### config.mk
export PLATFORM = sky130hd
export DESIGN_NAME = stg_if
export DESIGN_NICKNAME = d
export VERILOG_FILES = /design/src/rtl/stg_if_pkg.sv /design/src/rtl/fetch_fifo.sv /design/src/rtl/stg_if.sv
export SDC_FILE = /design/constraint.sdc
export NUM_CORES = 1
export LEC_CHECK = 0
export ABC_AREA = 1
export ABC_CLOCK_PERIOD_IN_PS = 6600
export BUFFER_PORTS_ARGS = -buffer_cell sky130_fd_sc_hd__buf_4
export CELL_PAD_IN_SITES_DETAIL_PLACEMENT = 0
export CELL_PAD_IN_SITES_GLOBAL_PLACEMENT = 1
export CORE_MARGIN = 2
export CORE_UTILIZATION = 53
export CTS_BUF_LIST = sky130_fd_sc_hd__clkbuf_4 sky130_fd_sc_hd__clkbuf_8
export CTS_CLUSTER_DIAMETER = 50
export DETAILED_ROUTE_END_ITERATION = 12
export PLACE_DENSITY = 0.95
export SYNTH_ARGS = -nofsm -noshare
export SYNTH_HDL_FRONTEND = slang
export SYNTH_SLANG_ARGS = --single-unit
export TNS_END_PERCENT = 5
### constraint.sdc
create_clock -name iw_clk -period 6.6 [get_ports iw_clk]
set_input_delay 0 -clock iw_clk [delete_from_list [all_inputs] [get_ports iw_clk]]
set_output_delay 0 -clock iw_clk [all_outputs]
set_load 0.005 [all_outputs]
### src/rtl/stg_if_pkg.sv
// Shared sizes and types for the instruction-fetch stage.
package stg_if_pkg;

    localparam int SIZE_ADDR   = 32;
    localparam int SIZE_DATA   = 32;
    localparam int FETCH_DEPTH = 4;
    localparam int NOP_INSTR   = 0;

    typedef enum logic [1:0] {
        S_BOOT,
        S_RUN,
        S_REDIR
    } fetch_state_t;

    // Counter width able to hold 0..depth inclusive.
    function automatic int cnt_width(input int depth);
        return $clog2(depth + 1);
    endfunction

endpackage

### src/rtl/fetch_fifo.sv
// Small synchronous FIFO used both for fetched {pc, instr} words and for in-flight PCs.
module fetch_fifo
    import stg_if_pkg::*;
#(
    parameter int W     = 8,
    parameter int DEPTH = 4,
    localparam int CW   = cnt_width(DEPTH),
    localparam int PW   = (DEPTH > 1) ? $clog2(DEPTH) : 1
) (
    input  logic          iw_clk,
    input  logic          iw_rst_n,
    input  logic          push,
    input  logic [W-1:0]  push_data,
    input  logic          pop,
    input  logic          clear,
    output logic [W-1:0]  head,
    output logic [CW-1:0] count,
    output logic          empty,
    output logic          full
);

    logic [W-1:0]  mem [DEPTH];
    logic [PW-1:0] wr_ptr;
    logic [PW-1:0] rd_ptr;
    logic          do_push;
    logic          do_pop;

    function automatic logic [PW-1:0] next_ptr(input logic [PW-1:0] p);
        return (p == PW'(DEPTH - 1)) ? '0 : p + PW'(1);
    endfunction

    assign do_push = push & ~full & ~clear;
    assign do_pop  = pop & ~empty & ~clear;
    assign head    = mem[rd_ptr];
    assign empty   = (count == '0);
    assign full    = (count == CW'(DEPTH));

    always_ff @(posedge iw_clk or negedge iw_rst_n) begin
        if (!iw_rst_n) begin
            wr_ptr <= '0;
            rd_ptr <= '0;
            count  <= '0;
        end else if (clear) begin
            wr_ptr <= '0;
            rd_ptr <= '0;
            count  <= '0;
        end else begin
            if (do_push) wr_ptr <= next_ptr(wr_ptr);
            if (do_pop)  rd_ptr <= next_ptr(rd_ptr);
            count <= count + CW'(do_push) - CW'(do_pop);
        end
    end

    // Storage carries no reset; only the pointers define validity.
    always_ff @(posedge iw_clk) begin
        if (do_push) mem[wr_ptr] <= push_data;
    end

endmodule

### src/rtl/stg_if.sv
// Instruction-fetch stage: credit-limited imem reads, response FIFO, stall and redirect handling.
module stg_if
    import stg_if_pkg::*;
#(
    parameter int ADDR_W = SIZE_ADDR,
    parameter int DATA_W = SIZE_DATA,
    parameter int DEPTH  = FETCH_DEPTH,
    parameter logic [ADDR_W-1:0] RESET_PC = '0
) (
    input  logic              iw_clk,
    input  logic              iw_rst_n,
    output logic              ow_imem_req,
    output logic [ADDR_W-1:0] ow_imem_addr,
    input  logic              iw_imem_gnt,
    input  logic              iw_imem_rvalid,
    input  logic [DATA_W-1:0] iw_imem_rdata,
    input  logic              iw_redirect,
    input  logic [ADDR_W-1:0] iw_redirect_pc,
    input  logic              iw_stall,
    output logic [ADDR_W-1:0] ow_pc,
    output logic [DATA_W-1:0] ow_instr,
    output logic              ow_valid
);

    localparam int CW = cnt_width(DEPTH);
    localparam logic [CW:0] CREDIT_MAX = (CW+1)'(DEPTH);

    fetch_state_t             state;
    logic [ADDR_W-1:0]        pc_reg;
    logic [CW-1:0]            outstanding;
    logic [CW-1:0]            kill_cnt;
    logic [CW-1:0]            kill_next;
    logic [CW:0]              credit_used;
    logic [CW-1:0]            fifo_count;
    logic                     fifo_empty;
    logic                     fifo_full;
    logic [ADDR_W+DATA_W-1:0] fifo_head;
    logic [ADDR_W-1:0]        pcq_head;
    logic [CW-1:0]            pcq_count;
    logic                     pcq_empty;
    logic                     pcq_full;
    logic                     grant;
    logic                     rsp;
    logic                     rsp_keep;
    logic                     pop;

    assign credit_used  = {1'b0, outstanding} + {1'b0, fifo_count};
    assign ow_imem_req  = (state == S_RUN) & ~iw_redirect & (credit_used < CREDIT_MAX);
    assign ow_imem_addr = pc_reg;
    assign grant        = ow_imem_req & iw_imem_gnt;
    // A response with nothing outstanding is a protocol error and is ignored.
    assign rsp          = iw_imem_rvalid & (outstanding != '0);
    assign rsp_keep     = rsp & (kill_cnt == '0) & ~iw_redirect;
    assign pop          = ~iw_redirect & ~iw_stall & ~fifo_empty;
    assign kill_next    = outstanding - CW'(rsp);

    fetch_fifo #(.W(ADDR_W + DATA_W), .DEPTH(DEPTH)) u_data_fifo (
        .iw_clk    (iw_clk),
        .iw_rst_n  (iw_rst_n),
        .push      (rsp_keep),
        .push_data ({pcq_head, iw_imem_rdata}),
        .pop       (pop),
        .clear     (iw_redirect),
        .head      (fifo_head),
        .count     (fifo_count),
        .empty     (fifo_empty),
        .full      (fifo_full)
    );

    // PCs of granted reads, popped in order as responses return (including killed ones).
    fetch_fifo #(.W(ADDR_W), .DEPTH(DEPTH)) u_pc_queue (
        .iw_clk    (iw_clk),
        .iw_rst_n  (iw_rst_n),
        .push      (grant),
        .push_data (pc_reg),
        .pop       (rsp),
        .clear     (1'b0),
        .head      (pcq_head),
        .count     (pcq_count),
        .empty     (pcq_empty),
        .full      (pcq_full)
    );

    always_ff @(posedge iw_clk or negedge iw_rst_n) begin
        if (!iw_rst_n) begin
            state       <= S_BOOT;
            pc_reg      <= RESET_PC;
            outstanding <= '0;
            kill_cnt    <= '0;
            ow_pc       <= '0;
            ow_instr    <= DATA_W'(NOP_INSTR);
            ow_valid    <= 1'b0;
        end else begin
            outstanding <= outstanding + CW'(grant) - CW'(rsp);

            if (iw_redirect) begin
                pc_reg   <= iw_redirect_pc;
                kill_cnt <= kill_next;
                state    <= (kill_next != '0) ? S_REDIR : S_RUN;
            end else begin
                if (grant) pc_reg <= pc_reg + ADDR_W'(1);
                if (rsp && kill_cnt != '0) kill_cnt <= kill_cnt - CW'(1);
                case (state)
                    S_BOOT:  state <= S_RUN;
                    S_REDIR: if (kill_cnt == '0 || (rsp && kill_cnt == CW'(1))) state <= S_RUN;
                    default: state <= state;
                endcase
            end

            if (iw_redirect || (!iw_stall && fifo_empty)) begin
                ow_pc    <= '0;
                ow_instr <= DATA_W'(NOP_INSTR);
                ow_valid <= 1'b0;
            end else if (!iw_stall) begin
                {ow_pc, ow_instr} <= fifo_head;
                ow_valid          <= 1'b1;
            end
        end
    end

    a_rvalid_protocol: assert property (@(posedge iw_clk) disable iff (!iw_rst_n)
        !(iw_imem_rvalid && outstanding == '0));
    a_no_fifo_overflow: assert property (@(posedge iw_clk) disable iff (!iw_rst_n)
        !(rsp_keep && fifo_full));
    a_pcq_consistent: assert property (@(posedge iw_clk) disable iff (!iw_rst_n)
        !(grant && pcq_full) && !(rsp && pcq_empty) && (pcq_count == outstanding));

endmodule

==> impl_metrics.json <==
{
  "vias": 14100,
  "reg2reg_depth": 9,
  "die_x_microns": 200,
  "cts.sink_count": 503,
  "hold_viol": 0,
  "synth_cell_types": 32,
  "whs_ns": 0.0670,
  "cts_made_buffers": 81,
  "reg2reg_from": "outstanding[2]",
  "gp_congestion": 0.802,
  "clk_pin_slew_ns": 0.06,
  "drt_pass1_iterations": 4,
  "timing.final.crit_share_pct": 55.2,
  "fin_setup_tns_ns": 0,
  "yosysWarnings": 0,
  "rsz0062_at_grt": "false",
  "die_height_microns": 200,
  "required_ns": 6.89,
  "overflow": 0,
  "final_max_slew_viol_count": 0,
  "fin_nets": 2149,
  "setup_slack_ns": 2.95,
  "htree_levels": 3,
  "grt_antenna_before_repair": 0,
  "final_layout_size_suffix_gt1_share_pct": 16.5,
  "rows": 71,
  "ir_drop_uv": 186,
  "maxCapViolCount": 0,
  "grtUsageTotal_pct": 22.9,
  "endpoint": "u_pc_queue.mem[1][16]",
  "clk_latency_ns": 0.62,
  "finalPower_mw": 8.84,
  "crit_fanout": 41,
  "worstMarginPinSlew_ns": 1.05,
  "drc": 0,
  "areaGrowthSynthToFinish_pct": 21.6,
  "grt_pass1_vias": 14300,
  "root_buffer": "clkbuf_8",
  "seq_area_frac_synth_pct": 71.2,
  "fmax_mhz": 274,
  "post_cts_resize_count": 0,
  "io_buffers": 167,
  "die_area_sq_mm": 0.0400,
  "synth_area_sq_mm": 0.0204,
  "period_minus_slack_ns": 3.65,
  "diodes": 0,
  "place_ws_ns": 2.88,
  "grt_pass1_wl_microns": 73100,
  "skew_ns": 0.0237,
  "io_pins": 168,
  "vias_per_cell": 5.38,
  "slew_headroom_pct": 29.8,
  "cp-startpoint": "iw_redirect",
  "synthesis.nets": 1868,
  "grt_max_degree": 99,
  "worstSetupPathType": "primary input to register",
  "core-area_sq_mm": 0.0378,
  "r2r_end": "u_pc_queue.mem[1][16]",
  "tritoncts": "done",
  "start_util_pct": 54.0,
  "p_per_area_mw_per_mm2": 357,
  "wl_per_cell_microns": 17.5,
  "cp.arrival_ns": 3.94,
  "routed_wl_microns": 46100,
  "p_leak_nw": 9.77,
  "crit_path_end_kind": "register",
  "setup_viol": 0,
  "status": "finished, final reports clean",
  "start_kind": "primary input",
  "hold_class": "primary input to async pin",
  "hpwl_microns": 25900,
  "ys_ff_latch": 503,
  "drt_iter0_markers": 1032,
  "final_area_sq_mm": 0.0248,
  "placed_area_sq_mm": 0.0220,
  "rrSetupSlack_ns": 3.00,
  "syn_avg_cell_area_sq_um": 11.5,
  "syn_inst": 1772,
  "final_antenna_net_count": 0,
  "cts.path.max_buffers": 3
}
==> state kept, by name (all words and copies together) (netlist names) <==
signal,count
u_data_fifo.mem,256
u_pc_queue.mem,128
ow_imem_addr,32
ow_instr,32
ow_pc,32
kill_cnt,3
outstanding,3
u_data_fifo.count,3
u_pc_queue.count,3
state,2
u_data_fifo.rd_ptr,2
u_data_fifo.wr_ptr,2
u_pc_queue.rd_ptr,2
u_pc_queue.wr_ptr,2
ow_valid,1
==> layout by cell type (no fill, tap or decap), drive strengths merged <==
cell | Yosys | final
or2 | 2 | 2
inv | 82 | 85
buf | 39 | 186
o31ai | 1 | 1
edfxtp | 384 | 384
nand2 | 394 | 394
o21bai | 8 | 8
nand3b | 3 | 3
bufinv | 0 | 4
clkbuf | 49 | 121
fa | 3 | 3
dfrtp | 119 | 119
ha | 23 | 23
xor2 | 5 | 5
xnor2 | 11 | 11
o22ai | 96 | 96
a21oi | 2 | 2
nand3 | 75 | 75
nor2 | 262 | 262
clkinvlp | 0 | 1
clkinv | 5 | 25
dlygate4sd3 | 0 | 100
nor3 | 1 | 1
o21ai | 206 | 206
o211ai | 2 | 2
==> cell usage after synthesis <==
cell / n / area, sq um
nand2_1: 393 / 1480
edfxtp_1: 384 / 11500
nor2_1: 258 / 968
o21ai_0: 188 / 941
dfrtp_1: 119 / 2980
o22ai_1: 96 / 601
inv_1: 77 / 289
nand3_1: 74 / 370
clkbuf_1: 49 / 184
buf_2: 28 / 140
ha_1: 23 / 288
o21ai_1: 17 / 85.1
xnor2_1: 11 / 96.3
o21bai_1: 8 / 60.1
buf_4: 7 / 52.6
clkinv_1: 5 / 18.8
inv_2: 5 / 18.8
xor2_1: 5 / 43.8
buf_6: 4 / 45.0
fa_1: 3 / 60.1
nand3b_1: 3 / 22.5
nor2_4: 3 / 33.8
a21oi_1: 2 / 10.0
o211ai_1: 2 / 15.0
nand2_2: 1 / 6.26
nand3_2: 1 / 10.0
nor2_2: 1 / 6.26
nor3_1: 1 / 5.00
o21ai_2: 1 / 8.76
o31ai_1: 1 / 7.51
or2_0: 1 / 6.26
or2_2: 1 / 6.26
==> worst min path at each step <==
stage | end | slack (ns) | cells past startpoint
3_3_place_gp | ow_instr[20] | 0.19 | 1
6_report | ow_instr[20] | 0.07 | 2
3_5_place_dp | ow_instr[20] | 0.19 | 1
2_1_floorplan | kill_cnt[0] | -0.30 | 0
5_1_grt | u_data_fifo.mem[0][26] | 0.1 | 2
4_1_cts | ow_instr[20] | 0.05 | 2
==> metal layers <==
| layer | global-route usage [%] | vias to the layer above | wire, microns |
|---|---|---|---|
| met1 | 30.7 | 6844 | 19400 |
| met4 | 7.65 | 0 | 986 |
| li1 | - | 6710 | - |
| met5 | 0 | - | 0 |
| met3 | 4.04 | 80 | 3330 |
| met2 | 38.2 | 510 | 22400 |
==> metrics by stage <==
step           utilization (%)  std cells
6_report                  65.7       2630
3_3_place_gp              58.4       2381
3_5_place_dp              58.4       2381
5_1_grt                   65.7       2630
2_1_floorplan                -       1772
4_1_cts                   65.7       2630
==> area by class of cell <==
type / instances / area (sq um)
clock buffers: 121 / 1490
clock inverters: 28 / 256
fillers: 2764 / 13000
inverters: 87 / 328
multi-input cells: 1094 / 5170
flip-flops and latches: 503 / 14500
well taps: 511 / 639
repair buffers: 286 / 2400
==> worst max-delay path, stage by stage <==
cell and delay, ns:
dlygate4sd3_1 0.54, buf_4 0.27, inv_2 0.46, nand2_1 0.13, nor2_1 0.20, nand3_2 0.39, inv_2 0.58, nand2_1 0.35
nor2_2 0.60, buf_4 0.40
==> cells by family (layout without fill, tap and decap cells) <==
family                     after synthesis  in the layout  synth area share (%)
xor gates and xnor gates                16             16                 0.687
DFF                                    503            503                  71.2
buffers and inverters                  175            522                  3.67
and+or+nand+nor                        737            737                  14.3
adders and majority gates               26             26                  1.71
AOI/OAI and AO/OA                      315            315                  8.48
==> timing repair <==
action,4_1_cts,5_1_grt
hold buffers,100,0
buffers inserted,0,0
endpoints found under the hold margin,234,0
==> report_power, final <==
| part | total (mW) | internal, mW | switching, mW |
|---|---|---|---|
| registers | 4.12 | 3.87 | 0.247 |
| logic | 1.91 | 0.690 | 1.22 |
| clock network | 2.81 | 1.61 | 1.20 |
(Power assumes the default switching activity.)
